<file path="src/rtl/regfile_arbiter.sv">
`default_nettype none
// ============================================================================
//  Module      : regfile_arbiter
//  Description : Owns the register file control pins. After reset it zero-fills
//                every register, then shares the single-write / dual-read
//                register file between the CPU datapath (port 0) and the
//                debug/loader (port 1) with round-robin arbitration.
//  Revision    : 1.0 - initial release
// ============================================================================
module regfile_arbiter #(
    parameter int WIDTH    = 16,
    parameter int REG_BITS = 5
) (
    input  logic                clk,
    input  logic                reset,
    // port 0: CPU datapath
    input  logic                req0,
    input  logic                we0,
    input  logic [REG_BITS-1:0] a_idx0,
    input  logic [REG_BITS-1:0] b_idx0,
    input  logic [WIDTH-1:0]    wdata0,
    output logic                gnt0,
    output logic                rvalid0,
    output logic [WIDTH-1:0]    rdata_a0,
    output logic [WIDTH-1:0]    rdata_b0,
    // port 1: debug/loader
    input  logic                req1,
    input  logic                we1,
    input  logic [REG_BITS-1:0] a_idx1,
    input  logic [REG_BITS-1:0] b_idx1,
    input  logic [WIDTH-1:0]    wdata1,
    output logic                gnt1,
    output logic                rvalid1,
    output logic [WIDTH-1:0]    rdata_a1,
    output logic [WIDTH-1:0]    rdata_b1,
    // register file side
    output logic                rf_reg_write,
    output logic [REG_BITS-1:0] rf_A_index,
    output logic [REG_BITS-1:0] rf_B_index,
    output logic [WIDTH-1:0]    rf_write_data,
    input  logic [WIDTH-1:0]    rf_A_data,
    input  logic [WIDTH-1:0]    rf_B_data,
    output logic                init_done
);

    localparam logic [0:0]          c_st_init  = 1'b0;
    localparam logic [0:0]          c_st_arb   = 1'b1;
    localparam logic [REG_BITS-1:0] c_last_idx = '1;

    logic [0:0]          r_state;
    logic [0:0]          w_state_next;
    logic [REG_BITS-1:0] r_cnt;
    logic                r_last_grant;   // 1: port 1 was granted last
    logic                w_sel0;
    logic                w_sel1;
    logic                r_rvalid0;
    logic                r_rvalid1;
    logic [WIDTH-1:0]    r_rdata_a0;
    logic [WIDTH-1:0]    r_rdata_b0;
    logic [WIDTH-1:0]    r_rdata_a1;
    logic [WIDTH-1:0]    r_rdata_b1;
    logic                r_init_done;

    // State register
    always_ff @(posedge clk) begin
        if (reset) begin
            r_state <= c_st_init;
        end else begin
            r_state <= w_state_next;
        end
    end

    // Next state, winner selection and register-file control mux
    always_comb begin
        w_state_next  = r_state;
        w_sel0        = 1'b0;
        w_sel1        = 1'b0;
        rf_reg_write  = 1'b0;
        rf_A_index    = '0;
        rf_B_index    = '0;
        rf_write_data = '0;
        case (r_state)
            c_st_init: begin
                // zero-fill: one register per cycle, requests left pending
                rf_reg_write = 1'b1;
                rf_A_index   = r_cnt;
                if (r_cnt == c_last_idx) begin
                    w_state_next = c_st_arb;
                end
            end
            c_st_arb: begin
                // on a tie the port opposite the last grant wins
                w_sel0 = req0 & (~req1 | r_last_grant);
                w_sel1 = req1 & (~req0 | ~r_last_grant);
                if (w_sel0) begin
                    rf_A_index    = a_idx0;
                    rf_B_index    = b_idx0;
                    rf_write_data = wdata0;
                    rf_reg_write  = we0 & (a_idx0 != '0);
                end else if (w_sel1) begin
                    rf_A_index    = a_idx1;
                    rf_B_index    = b_idx1;
                    rf_write_data = wdata1;
                    rf_reg_write  = we1 & (a_idx1 != '0);
                end
            end
            default: begin
                w_state_next = c_st_init;
            end
        endcase
    end

    // Init counter, grant history and read-response capture
    always_ff @(posedge clk) begin
        if (reset) begin
            r_cnt        <= '0;
            r_last_grant <= 1'b1;
            r_rvalid0    <= 1'b0;
            r_rvalid1    <= 1'b0;
            r_rdata_a0   <= '0;
            r_rdata_b0   <= '0;
            r_rdata_a1   <= '0;
            r_rdata_b1   <= '0;
            r_init_done  <= 1'b0;
        end else begin
            r_rvalid0 <= 1'b0;
            r_rvalid1 <= 1'b0;
            if (r_state == c_st_init) begin
                r_cnt <= r_cnt + 1'b1;
                if (r_cnt == c_last_idx) begin
                    r_init_done <= 1'b1;
                end
            end
            if (w_sel0) begin
                r_last_grant <= 1'b0;
                if (!we0) begin
                    r_rvalid0  <= 1'b1;
                    r_rdata_a0 <= rf_A_data;
                    r_rdata_b0 <= rf_B_data;
                end
            end
            if (w_sel1) begin
                r_last_grant <= 1'b1;
                if (!we1) begin
                    r_rvalid1  <= 1'b1;
                    r_rdata_a1 <= rf_A_data;
                    r_rdata_b1 <= rf_B_data;
                end
            end
        end
    end

    assign gnt0      = w_sel0;
    assign gnt1      = w_sel1;
    assign rvalid0   = r_rvalid0;
    assign rvalid1   = r_rvalid1;
    assign rdata_a0  = r_rdata_a0;
    assign rdata_b0  = r_rdata_b0;
    assign rdata_a1  = r_rdata_a1;
    assign rdata_b1  = r_rdata_b1;
    assign init_done = r_init_done;

endmodule
`default_nettype wire

</file>
<file path="config.mk">
export PLATFORM = sky130hd
export DESIGN_NAME = regfile_arbiter
export DESIGN_NICKNAME = d
export VERILOG_FILES = /design/src/rtl/regfile_arbiter.sv
export SDC_FILE = /design/constraint.sdc
export NUM_CORES = 1
export LEC_CHECK = 0
export CAP_MARGIN = 20
export CELL_PAD_IN_SITES_DETAIL_PLACEMENT = 0
export CELL_PAD_IN_SITES_GLOBAL_PLACEMENT = 1
export CORE_MARGIN = 4
export CORE_UTILIZATION = 30
export CTS_CLUSTER_DIAMETER = 40
export DETAILED_ROUTE_END_ITERATION = 12
export PLACE_DENSITY = 0.92
export SYNTH_ARGS = -nofsm -noshare
export SYNTH_HDL_FRONTEND = slang
export SYNTH_SLANG_ARGS = --single-unit
</file>
<file path="constraint.sdc">
create_clock -name clk -period 2.4 [get_ports clk]
set_input_delay 0.48 -clock clk [delete_from_list [all_inputs] [get_ports clk]]
set_output_delay 0.48 -clock clk [all_outputs]
set_load 0.005 [all_outputs]
</file>
### After elaboration in Yosys (flattened, before gate mapping)

Index checks and enable logic that the tools add are counted.

* add/sub/neg operators: 1
* multipliers: 0
* divide/modulo/power cells: 0
* $lt $le $gt $ge: 0
* eq/ne operators: 1
* shift operators: 0
* muxes and demuxes: 18
* bitwise logic cells: 14
* reduce and logical (&&, ||, !) cells: 8

Operator list (count)
* $mux W16: 3
* $mux W5: 5
* $pmux W5 S2: 1
* $reduce_bool A5 Y1: 2
* $mux W1: 8
* $not A1 Y1: 8
* $reduce_and A2 Y1: 3
* $reduce_or A2 Y1: 3
* $add A5 B1 Y5 const B: 1
* $eq A5 B5 Y1 const B: 1
* $and A1 B1 Y1: 4
* $or A1 B1 Y1: 2
* $pmux W1 S2: 1

* register bits: 74
* latch bits: 0
* RAM bits: 0
* memory bits (read-only): 0
* input bits: 90
* output and inout bits: 96
* logic and storage cells: 52
* memories: 0

### Logic depth before layout (Yosys ltp)

Gate-level depths: netlist of run 1.

* depth in word-level cells: 6
* mapped depth: 5
* depth with buffers taken out: 5

### Least setup slack after synthesis of run 1

Ideal clock, no wire load.

* path type: input port to output port
* start: in req1
* end: out rf_write_data[10]
* arrival: 1.293 ns
* required time: 1.920 ns
* path slack: 0.627 ns
* stages on the path: 5
* buffers on the path: 2
* cells stage by stage: a21boi_4 -> and2_1 -> buf_2 -> buf_2 -> a22o_1

* longest elaborated chain between the ends: 5
* elaborated cells between the ends (all ways): 7
* those cells by class: mux: 3; bitwise: 4

Ends and longest elaborated chain
* from (decl): line 27 `input logic req1,`
* $not A1 Y1: line 93 `w_sel0 = req0 & (~req1 | r_last_grant);`
* $or A1 B1 Y1: line 93
* $and A1 B1 Y1: line 93
* $mux W16 *: line 95 `if (w_sel0) begin`
* $mux W16 *: line 82 `case (r_state)`
* to (decl): line 40 `output logic [WIDTH-1:0] rf_write_data,`

Mark *: on every way between the ends. The rest lies on a longest branch, timed or not.

### Final worst setup path of run 1

* start: in req0
* end: out rf_A_index[3]

* longest elaborated chain between the ends: 6
* elaborated cells between the ends (all ways): 7
* those cells by class: mux: 3; bitwise: 4

Ends and longest elaborated chain
* from (decl): line 17 `input logic req0,`
* $not A1 Y1: line 94 `w_sel1 = req1 & (~req0 | ~r_last_grant);`
* $or A1 B1 Y1: line 94
* $and A1 B1 Y1: line 94
* $mux W5: line 100 `end else if (w_sel1) begin`
* $mux W5 *: line 95
* $pmux W5 S2 *: line 82
* to (decl): line 38 `output logic [REG_BITS-1:0] rf_A_index,`

Marked as above.

==> out/metrics.cfg, run 1 <==
[min_path]
whs_endpoint=rdata_b0[15]$_SDFFE_PP0P_
hold_depth=2
min-delay-start=rdata_b0[15]$_SDFFE_PP0P_
min_path_type=reg2reg

[sta]
tightest_slew_ps=326
clock_skew_ps=7.16
setup_tns_ps=0
maxSlewHeadroom_pct=78.3
min_period_ps=2370
finalSetupViolCount=0
hold_slack_ps=472
finalHoldViolCount=0
post-route-period-util_pct=98.6
drv_slew=0
timing.fmax_mhz=423

[logic_synthesis]
synth-edff-count=0
synth_most_common_cell=nand2b_1
syn_inst=329
netlist_area_um2=3370
syn_area_per_cell_um2=10.3
synth_cell_types=28
synthesis.nets=421
synth-seq-cells=74
async_flop_share_pct=0
yosysWarnings=0
synth_compound_area_share_pct=8.38
yosysTopAreaCell=dfxtp_1
netlist.area_leader.share_pct=43.9
ys.flop_type=dfxtp_1
yosys-mux-area-fraction_pct=19.6
synth-simple-area-share_pct=22.7
synthTopCellsByArea=dfxtp_1 44%, mux2i_1 20%, nand2b_1 18%
synth_top_family_by_area=simple AND/OR/NAND/NOR gates
synth-adder-area-share_pct=0.742
synth_commonest_cells=97 x nand2b_1, 74 x dfxtp_1, 66 x mux2i_1, 21 x a22o_1, 11 x clkbuf_1
synth-xor-area-share_pct=0.519
yosysSeqAreaShare_pct=43.9

[detailed_routing]
drc_errors=0
viasPerCell=4.64
first_pass_iters=4
ant_nets=0
avgRoutedWirePerCell_um=16.1
drt_iter0_drc=115
via_count=3089
wl_mm=10.8

[clock_tree]
htree_levels=3
clk_path_buf_depth=2
clkLatencyLatePin_ps=330
cts.clk_slew.worst_paths_ps=60
root_buffer=clkbuf_16
cts.sinks=74
cts_tree=done
cts_buffers=9

[placed_design]
place.detailed.hpwl_mm=8.04
numPortBuffers=185
place.gp.congestion=0.827
placed_cells=647

[layout]
n_fill_cell=950
fin_nets=613
final_cell_count_no_fill=666
diodes=0
syn_to_final_growth_pct=74.7
final_layout_size_suffix_gt1_share_pct=9.32

[worst_setup_path]
crit_start=req0
start_kind=input port
cp-end-kind=primary output
crit_arrival_ps=1890
r2r_slack_ps=1050
crit_type=in2out
crit_required_ps=1920
r2r-end=rdata_b1[5]$_SDFFE_PP0P_
path_max_fanout=4
r2r_cells=5
r2r_start=r_last_grant$_SDFFE_PP1P_

[global_routing]
grt.overflow.total=0
grt_pass1_vias=3278
grt_usage_pct=16.4
grt_pass1_wl_mm=16.7
grt_max_degree=107
antenna_found_initial=0

[floorplanning]
fp.coreArea_um2=10900
die_y_um=114
start_util_pct=30.8
dieArea_um2=13000
ios=186
fp.dieW_um=114
rows=38

[outcome]
outcome=complete, no violations

[job]
max_cap_viol_count=0

[power_and_ir_drop]
ir_drop_uv=254
cellPowerDensity_nw_per_um2=496
p_leak_nw=2.51

## logic make-up after synthesis
logic type               Yosys count
AND/OR/NAND/NOR                  126
flip-flops                        74
multiplexers                      66
AO/OA/AOI/OAI                     31
buffers and inverters             28
XOR/XNOR                           2
adder cells (fa/ha/maj)            2
## where the power goes
group          switching [mW]  total [mW]  internal, mW
registers             0.00504        1.24          1.23
clock network           0.510        1.42         0.913
logic                  0.0788       0.261         0.182
total                   0.594        2.92          2.33
## layout make-up
class	count	area [um2]	share of cell area, %
well taps	140	175	2.97
inverters	4	20.0	0.340
repair inverters	1	5.00	0.0849
clock buffers	10	229	3.89
repair buffers	204	2110	35.8
flip-flops and latches	74	1480	25.2
multi-input cells	227	1780	30.2
clock inverters	6	90.1	1.53
## registers in the layout, summed over array words and instances (netlist names), 5 cells and up
register	flops
rdata_a0	16
rdata_a1	16
rdata_b0	16
rdata_b1	16
r_cnt	5
## critical path, stage by stage
cell and delay (ps):
clkdlybuf4s15_2 240, and2_4 190, nand2_4 90, clkinv_2 90, a221o_1 330, clkdlybuf4s50_1 470
## per-stage QoR
step / cell area, um2 / util (%) / power [mW] / worst slack (ps)
2_1_floorplan: 3370 / - / 1.34 / 627
3_3_place_gp: 5470 / 50.0 / 1.52 / -323
3_5_place_dp: 5470 / 50.0 / 1.53 / -383
4_1_cts: 5830 / 53.3 / 2.97 / 12.1
5_1_grt: 5890 / 53.9 / 3.05 / -6.61
6_report: 5890 / 53.9 / 2.92 / 33.7
## per-layer routing
metal	GRT usage, %	wire, um	vias to the layer above
li1	-	-	1517
met1	16.7	3990	1412
met2	29.6	5470	141
met3	6.53	1060	19
met4	7.05	233	0
met5	0	0	-
## repair_timing
item,in CTS,in global routing
hold buffers,0,0
buffers inserted,1,0
pin swaps,2,5
endpoints found under the setup margin,29,27
gates cloned,1,1
gates resized for setup,14,21
## cells in the final DEF, fill, tap and decap left out, types with 2 or more instances in the layout
cell             instances
buf_4                   11
and2_4                   2
nor2_1                  10
nand2b_1                96
buf_2                    2
clkdlybuf4s50_1        168
clkinv_4                 2
dfxtp_1                 73
buf_12                   6
mux2i_1                 66
dlymetal6s2s_1          12
clkbuf_16                9
a22o_1                  21
bufinv_16                2
and3_1                   6
inv_1                    3
a221o_1                  5
clkinv_2                 2
nand3_1                  2
nor2b_1                  3
ha_1                     2
## worst max path at each step
stage | endpoint | slack [ps]
after floorplan | rf_write_data[10] | 630
after global placement | rf_write_data[7] | -320
after detailed placement | rf_write_data[7] | -380
after CTS | rf_write_data[7] | 10
after global routing | rf_A_index[1] | -7
final | rf_A_index[3] | 30
Note: power is estimated with default switching activity, not from simulation.
==> run 2: changes to the inputs <==
--- a/config.mk
+++ b/config.mk
@@ -12,6 +12,7 @@
 export CORE_UTILIZATION = 30
 export CTS_CLUSTER_DIAMETER = 40
 export DETAILED_ROUTE_END_ITERATION = 12
+export HOLD_SLACK_MARGIN = 0.02
 export PLACE_DENSITY = 0.92
 export SYNTH_ARGS = -nofsm -noshare
 export SYNTH_HDL_FRONTEND = slang
==> results of run 2 <==
Same layout as run 1: the final DEF is identical, and so are final timing and power.
